**src/rtl/digit_scanner_if.sv**
```systemverilog
// Display-scanner bus: value/control toward the scanner, digit drive back out.
interface digit_scanner_if;
    logic [15:0] value;
    logic        load;
    logic        blank_lz;
    logic [3:0]  number;
    logic [3:0]  anodes;
    logic        frame_done;

    modport master (
        output value,
        output load,
        output blank_lz,
        input  number,
        input  anodes,
        input  frame_done
    );

    modport slave (
        input  value,
        input  load,
        input  blank_lz,
        output number,
        output anodes,
        output frame_done
    );
endinterface

```
**src/rtl/digit_scanner.sv**
```systemverilog
// Four-digit multiplexed 7-segment scanner with frame-synchronous display update
// (no tearing) and optional leading-zero blanking.
module digit_scanner #(
    parameter int unsigned REFRESH_DIV = 50000
) (
    input  logic            clk,
    input  logic            rst,
    digit_scanner_if.slave  bus
);
    localparam int unsigned         CNT_W   = (REFRESH_DIV > 2) ? $clog2(REFRESH_DIV) : 1;
    localparam logic [CNT_W-1:0]    CNT_MAX = CNT_W'(REFRESH_DIV - 1);

    logic [CNT_W-1:0] r_cnt;
    logic [1:0]       r_idx;
    logic [15:0]      r_shadow;
    logic [15:0]      r_disp;
    logic             r_pending;
    logic             r_frame_done;

    logic             w_tick;
    logic             w_frame_end;
    logic [3:0]       w_digit;
    logic             w_z1;
    logic             w_z2;
    logic             w_z3;
    logic [3:0]       w_lead_zero;
    logic             w_slot_blank;

    assign w_tick      = (r_cnt == CNT_MAX);
    assign w_frame_end = w_tick && (r_idx == 2'd3);

    // Prescaler, digit index, shadow/display update and frame pulse
    always_ff @(posedge clk) begin
        if (rst) begin
            r_cnt        <= '0;
            r_idx        <= 2'd0;
            r_shadow     <= 16'h0000;
            r_disp       <= 16'h0000;
            r_pending    <= 1'b0;
            r_frame_done <= 1'b0;
        end else begin
            r_cnt        <= w_tick ? '0 : r_cnt + CNT_W'(1);
            r_frame_done <= w_frame_end;
            if (w_tick) begin
                r_idx <= r_idx + 2'd1;
            end
            if (bus.load) begin
                r_shadow <= bus.value;
            end
            if (w_frame_end) begin
                // A load on the boundary itself bypasses the shadow so it is not
                // left pending for a whole extra frame.
                r_pending <= 1'b0;
                if (bus.load) begin
                    r_disp <= bus.value;
                end else if (r_pending) begin
                    r_disp <= r_shadow;
                end
            end else if (bus.load) begin
                r_pending <= 1'b1;
            end
        end
    end

    assign w_digit = r_disp[{r_idx, 2'b00} +: 4];

    // Digit i is a leading zero when nibbles i..3 are all zero; digit 0 always shows
    assign w_z3        = (r_disp[15:12] == 4'h0);
    assign w_z2        = (r_disp[11:8]  == 4'h0);
    assign w_z1        = (r_disp[7:4]   == 4'h0);
    assign w_lead_zero = {w_z3, w_z3 & w_z2, w_z3 & w_z2 & w_z1, 1'b0};
    assign w_slot_blank = bus.blank_lz && w_lead_zero[r_idx];

    // Digit drive: selected nibble and one-hot-low anode, or fully off when blanked
    always_comb begin
        bus.number = w_digit;
        bus.anodes = ~(4'b0001 << r_idx);
        if (w_slot_blank) begin
            bus.number = 4'h0;
            bus.anodes = 4'b1111;
        end
    end

    assign bus.frame_done = r_frame_done;
endmodule

```
**src/flat_wrapper.sv**
```systemverilog
// flat-port wrapper written by rule: the top's interface ports become plain ports
module digit_scanner_flat 
#(
    parameter int unsigned REFRESH_DIV = 50000
)
  (clk, rst, bus_value, bus_load, bus_blank_lz, bus_number, bus_anodes, bus_frame_done);
  digit_scanner_if bus_i ();
  input  logic clk;
  input  logic rst;
  input wire logic [$bits(bus_i.value)-1:0] bus_value;
  input wire logic [$bits(bus_i.load)-1:0] bus_load;
  input wire logic [$bits(bus_i.blank_lz)-1:0] bus_blank_lz;
  output wire logic [$bits(bus_i.number)-1:0] bus_number;
  output wire logic [$bits(bus_i.anodes)-1:0] bus_anodes;
  output wire logic [$bits(bus_i.frame_done)-1:0] bus_frame_done;
  assign bus_i.value = bus_value;
  assign bus_i.load = bus_load;
  assign bus_i.blank_lz = bus_blank_lz;
  assign bus_number = bus_i.number;
  assign bus_anodes = bus_i.anodes;
  assign bus_frame_done = bus_i.frame_done;
  digit_scanner #(.REFRESH_DIV(REFRESH_DIV)) u_core (.clk(clk), .rst(rst), .bus(bus_i));
endmodule
```
**config.mk**
```make
export PLATFORM = sky130hd
export DESIGN_NAME = digit_scanner_flat
export DESIGN_NICKNAME = d
export VERILOG_FILES = /design/src/rtl/digit_scanner_if.sv /design/src/rtl/digit_scanner.sv /design/src/flat_wrapper.sv
export SDC_FILE = /design/constraint.sdc
export NUM_CORES = 1
export LEC_CHECK = 0
export CAP_MARGIN = 10
export CORE_AREA = 2 2 72 74
export DETAILED_ROUTE_END_ITERATION = 7
export DIE_AREA = 0 0 74 76
export GPL_TIMING_DRIVEN = 0
export MAX_ROUTING_LAYER = met4
export PLACE_DENSITY = 0.72
export SYNTH_ARGS = -nofsm -noshare
export SYNTH_HDL_FRONTEND = slang
export SYNTH_SLANG_ARGS = --single-unit
```
**constraint.sdc**
```tcl
create_clock -name clk -period 1.7 [get_ports clk]
set_input_delay 0.51 -clock clk [delete_from_list [all_inputs] [get_ports clk]]
set_output_delay 0.51 -clock clk [all_outputs]
set_load 0.02 [all_outputs]
```
# Word level (Yosys, flattened, before mapping)

Cells that the tools add are included.
Widths: inputs -> output; s select.

Output and inout bits: 9
Input port bits: 20
Word-level logic and storage cells: 31
Bits in registers: 52

Equality and inequality tests: 2
Shifts and indexed selects: 2
Add/sub/neg operators: 2
Bitwise gates (word level): 3
Muxes and demuxes: 6
Reduce and logical (&&, ||, !) cells: 9
Magnitude comparators: 1

Operators by type and width:

| operator              | number |
|---|---|
| $mux 16               | 2 |
| $add 16x1->16 const B | 1 |
| $eq 16x16->1 const B  | 1 |
| $shiftx 16x5->4       | 1 |
| $logic_not 4->1       | 3 |
| $mux 4                | 2 |
| $not 4->4             | 1 |
| $reduce_or 2->1       | 2 |
| $shl 1x2->4 const A   | 1 |
| $lt 2x3->1 const B    | 1 |
| $add 2x1->2 const B   | 1 |
| $and 1x1->1           | 2 |
| $bmux 1 s2            | 1 |
| $eq 2x2->1 const B    | 1 |
| $logic_and 1x1->1     | 2 |
| $reduce_and 2->1      | 1 |
| $reduce_bool 2->1     | 1 |
| $mux 1                | 1 |

# Logic depth before layout (Yosys ltp)

Depth in word-level cells: 7
Mapped depth: 7
Mapped depth without buffers: 5

# Worst setup path before layout

OpenSTA, ideal clock, no wires.

Path kind: reg-to-reg
Start point: register u_core.r_cnt[0]
End point: register u_core.r_disp[10]
Period minus slack after synthesis: 1.908 ns
Data required time: 1.579 ns
Path buffers: 2
Arrival time: 1.787 ns
Setup slack: -0.208 ns
Cell stages (with the launch flop): 8
Setup time: 0.121 ns
Cells stage by stage: dfxtp_1 > ha_1 > and3_1 > buf_2 > nand4_4 > nor3_4 > buf_8 > mux2_2

Word-level cells in the longest chain between the ends: 3

RTL lines:

| item                              | line                | text |
|---|---|---|
| from (decl)                       | digit_scanner.sv:13 | `logic [CNT_W-1:0] r_cnt;` |
| from (signal assigned)            | digit_scanner.sv:42 | `r_cnt <= w_tick ? '0 : r_cnt + CNT_W'(1);` |
| $eq 16x16->1                      | digit_scanner.sv:29 | `assign w_tick = (r_cnt == CNT_MAX);` |
| $logic_and 1x1->1                 | digit_scanner.sv:30 | `assign w_frame_end = w_tick && (r_idx == 2'd3);` |
| $reduce_and 2->1 (no source line) | n/a                 |  |
| to (signal assigned)              | digit_scanner.sv:55 | `r_disp <= bus.value;` |
| to (signal assigned)              | digit_scanner.sv:57 | `r_disp <= r_shadow;` |
| to (decl)                         | digit_scanner.sv:16 | `logic [15:0] r_disp;` |

No other way between the ends.
A chain may end at the register's enable or synchronous reset.

# Final worst setup path

Start point: register u_core.r_disp[9]
End point: output bus_anodes[3]

Word-level cells in the longest chain between the ends: 7

RTL lines:

| item                           | line                | text |
|---|---|---|
| $logic_not 4->1 *              | digit_scanner.sv:69 | `assign w_z2 = (r_disp[11:8] == 4'h0);` |
| $and 1x1->1 *                  | digit_scanner.sv:71 | `assign w_lead_zero = {w_z3, w_z3 & w_z2, w_z3 & w_z2 & w_z1, 1'b0};` |
| $and 1x1->1                    | digit_scanner.sv:71 |  |
| $bmux 1 s2 *                   | digit_scanner.sv:72 | `assign w_slot_blank = bus.blank_lz && w_lead_zero[r_idx];` |
| $mux 1 (implied by the code) * | digit_scanner.sv:72 |  |
| $logic_and 1x1->1 *            | digit_scanner.sv:72 |  |
| $mux 4 *                       | digit_scanner.sv:78 | `if (w_slot_blank) begin` |
| to (decl)                      | flat_wrapper.sv:14  | `output wire logic [$bits(bus_i.anodes)-1:0] bus_anodes;` |

Mark *: on every way between the ends. The rest lies on a longest branch, timed or not. The select of a mux whose other input is x is not followed.

==> impl_metrics.py <==
metrics = {
    "layout": {
        "design_area_mm2": 0.003025,
        "nets": 293,
        "fin_util": 0.6159,
        "layout-drive-gt1-share": 0.3123,
        "diodes": 0,
        "syn_to_final_growth_pct": 33.15,
        "fillers": 393,
    },
    "sta": {
        "skew_ps": 5.554,
        "hold_viol_final": 0,
        "worst_slack_ps": -355.0,
        "fmax_mhz": 486.6,
        "drv_slew": 0,
        "rsz0062_at_grt": "true",
        "relSlewSlack": 0.6784,
        "min_period_ps": 2055,
        "period_share": 1.209,
        "setup_violations": 21,
        "tightest_slew_ps": 482.3,
    },
    "logic_synthesis": {
        "synth_nets": 245,
        "synth_area_mm2": 0.002272,
        "synth_cell_types": 27,
        "synth_compound_area_frac": 0.006608,
        "syn_inst": 220,
        "synthArstFlopShare": 0,
        "seq_area_frac_synth": 0.4581,
        "synth_top_area_cell": "dfxtp_1",
        "synth_adder_area_share": 0.02753,
        "yosys_warnings": 0,
        "synth_mux_area_frac": 0.1938,
        "syn_area_per_cell_um2": 10.33,
        "synth_seq_cells": 52,
        "synth_edf_count": 0,
        "synthFlopType": "dfxtp_1",
        "synth_top_family_by_area": "simple AND/OR/NAND/NOR gates",
        "synth-simple-area-share": 0.2252,
        "synth_xor_area_frac": 0.05396,
        "synth_area_leaders": "dfxtp_1, mux2_2, mux2i_1",
        "netlist.area_leader.share": 0.4581,
    },
    "worst_setup_path": {
        "startpoint_type": "register",
        "crit_type": "register to output port",
        "crit_start": "u_core.r_disp[9]",
        "worstReg2RegStart": "u_core.r_cnt[13]",
        "slowest_delay_ps": 350,
        "endpoint_kind": "output port",
        "worst-path-max-fanout": 3,
        "cp.arrival_ps": 1550,
        "crit_chain": "nor4_4 -> nand3_1 -> a21oi_2 -> nand2b_4 -> buf_6",
        "critPathRequiredTime_ps": 1190,
        "cpMaxStageDelayCell": "dfxtp_2",
    },
    "routing": {
        "m1WireLength_mm": 2.171,
        "routed_via_density": 4.944,
        "wl_per_cell_um": 13.79,
        "wl_mm": 4.676,
        "dr.max_layer_used": "met4",
        "met2_wirelength_mm": 2.249,
        "vias": 1676,
        "firstDrtPassIters": 4,
        "ant_nets": 0,
        "route.met3.wl_um": 203,
        "route.detailed.drc": 0,
        "initialDrtViolationCount": 111,
    },
    "min_path": {
        "worst_hold_path_type": "register to register",
        "hp-start": "u_core.r_shadow[4]",
    },
    "die": {
        "die_x_um": 74,
        "start_util": 0.4626,
        "io_pins": 29,
        "die_h_um": 76,
        "design.die.area_mm2": 0.005624,
        "num_rows": 26,
        "core_mm2": 0.004912,
    },
    "clocking": {
        "path_clk_slew_ps": 90,
        "clock-sinks": 52,
        "cts_tree": "yes",
        "htree_levels": 2,
        "cts_hold_buf": 0,
        "clk_latency_ps": 300,
        "clock_path_buffers": 2,
        "cts_buffers": 5,
        "cts_root_buffer": "clkbuf_8",
    },
    "power_and_ir_drop": {
        "leakagePower_nw": 1.215,
        "ir_drop_mv": 0.3359,
        "power_mw": 2.104,
        "p_per_area_mw_per_mm2": 695.4,
    },
    "placement": {
        "hpwlAfterDp_mm": 2.989,
        "gp_congestion": 0.8278,
        "placed_cell_area_mm2": 0.002648,
        "pre_cts_slack_ps": -797.1,
        "port_buffers": 26,
    },
    "global_routing": {
        "grt_max_degree": 16,
        "antenna_found_initial": 0,
        "grtUsageTotal": 0.1801,
        "overflow": 0,
        "first_global_vias": 1596,
        "grt_pass1_wl_mm": 7.679,
    },
    "status": {
        "violations": "setup timing",
        "outcome": "finished, violations left",
    },
    "run": {
        "max-cap-violations": 0,
    },
}
==> routing by layer <==
layer / vias up / GRT usage
met5: - / -
met4: 0 / 0.04909
met3: 5 / 0.03968
met2: 39 / 0.2741
met1: 790 / 0.2416
li1: 842 / -
==> timing repair <==
item	in CTS	in global routing
cloned	1	0
setup buffers	14	2
resized for setup	83	16
pin swaps	9	3
hold endpoints to repair	0	0
setup endpoints to repair	35	24
==> placed cells by master (no fill, tap or decap), types with 5 or more instances in the layout <==
| master | count |
|---|---|
| buf_2 | 5 |
| buf_4 | 11 |
| buf_6 | 11 |
| clkbuf_8 | 6 |
| clkdlybuf4s50_1 | 17 |
| dfxtp_1 | 41 |
| dfxtp_2 | 8 |
| inv_1 | 5 |
| mux2_4 | 16 |
| mux2i_1 | 17 |
| nand2_1 | 5 |
| nand3_1 | 7 |
| nor2_1 | 37 |
| nor2b_1 | 16 |
| nor4_1 | 5 |
| xnor2_1 | 10 |
==> registers in the layout, indices dropped and copies added (netlist names) <==
name                   count
u_core.bus.frame_done      1
u_core.r_cnt              16
u_core.r_disp             16
u_core.r_idx               2
u_core.r_pending           1
u_core.r_shadow           16
==> critical path, delay by kind of cell, from the launching register on <==
family	cells	cell delay, ps
simple gates	3	590
flops	1	350
compound gates	1	200
buf+inv	1	110
==> cells in the mapped netlist (2+ instances only) <==
library cell / number
a21oi_1: 2
and3_1: 2
and4bb_2: 2
buf_2: 3
clkbuf_1: 6
dfxtp_1: 52
ha_1: 5
inv_1: 7
mux2_2: 16
mux2i_1: 17
mux4_2: 4
nand2_1: 5
nand2b_1: 4
nand3_1: 7
nand4_1: 4
nor2_1: 37
nor2b_1: 16
nor3_1: 4
nor4_1: 7
xnor2_1: 10
xor2_1: 4
==> logic make-up (layout without fill, tap and decap cells) <==
group / Yosys count / count (layout)
AO/OA/AOI/OAI: 3 / 3
flip-flops: 52 / 52
multiplexers: 37 / 37
AND/OR/NAND/NOR: 92 / 92
adder cells (fa/ha/maj): 5 / 5
buffers and inverters: 17 / 66
XOR/XNOR: 14 / 14
==> worst paths after layout <==
| path | end | slack [ps] | cells after the start |
|---|---|---|---|
| worst max-delay path | bus_anodes[3] | -360 | 5 |
| worst min-delay path | u_core.r_shadow[4] | 520 | 2 |
| worst max register to register | u_core.r_disp[7] | -90 | 6 |
| worst min register to register | u_core.r_shadow[4] | 520 | 2 |
==> power breakdown <==
group	switching, mW	internal (mW)
registers	0.0127	1.24
clock network	0.384	0.325
logic	0.0635	0.0742
total	0.460	1.64
==> through the flow <==
step | std cells | hold slack (ps) | setup TNS [ps]
5_1_grt | 339 | 550.5 | -4083
4_1_cts | 338 | 524.6 | -3321
3_3_place_gp | 316 | 442.7 | -9288
2_1_floorplan | 220 | 432.3 | -1443
6_report | 339 | 519.7 | -2870
3_5_place_dp | 316 | 445.9 | -9816
==> layout make-up <==
class / count / area (um^2) / area share
plain buffers: 9 / 62.56 / 0.02068
clock buffers: 6 / 82.58 / 0.02730
clock inverters: 2 / 10.01 / 0.003309
inverters: 7 / 28.78 / 0.009512
multi-input cells: 151 / 1299 / 0.4293
flip-flops and latches: 52 / 1062 / 0.3511
well taps: 70 / 87.58 / 0.02895
repair buffers: 42 / 392.9 / 0.1299
No activity file was read; power rests on OpenSTA's default activity.
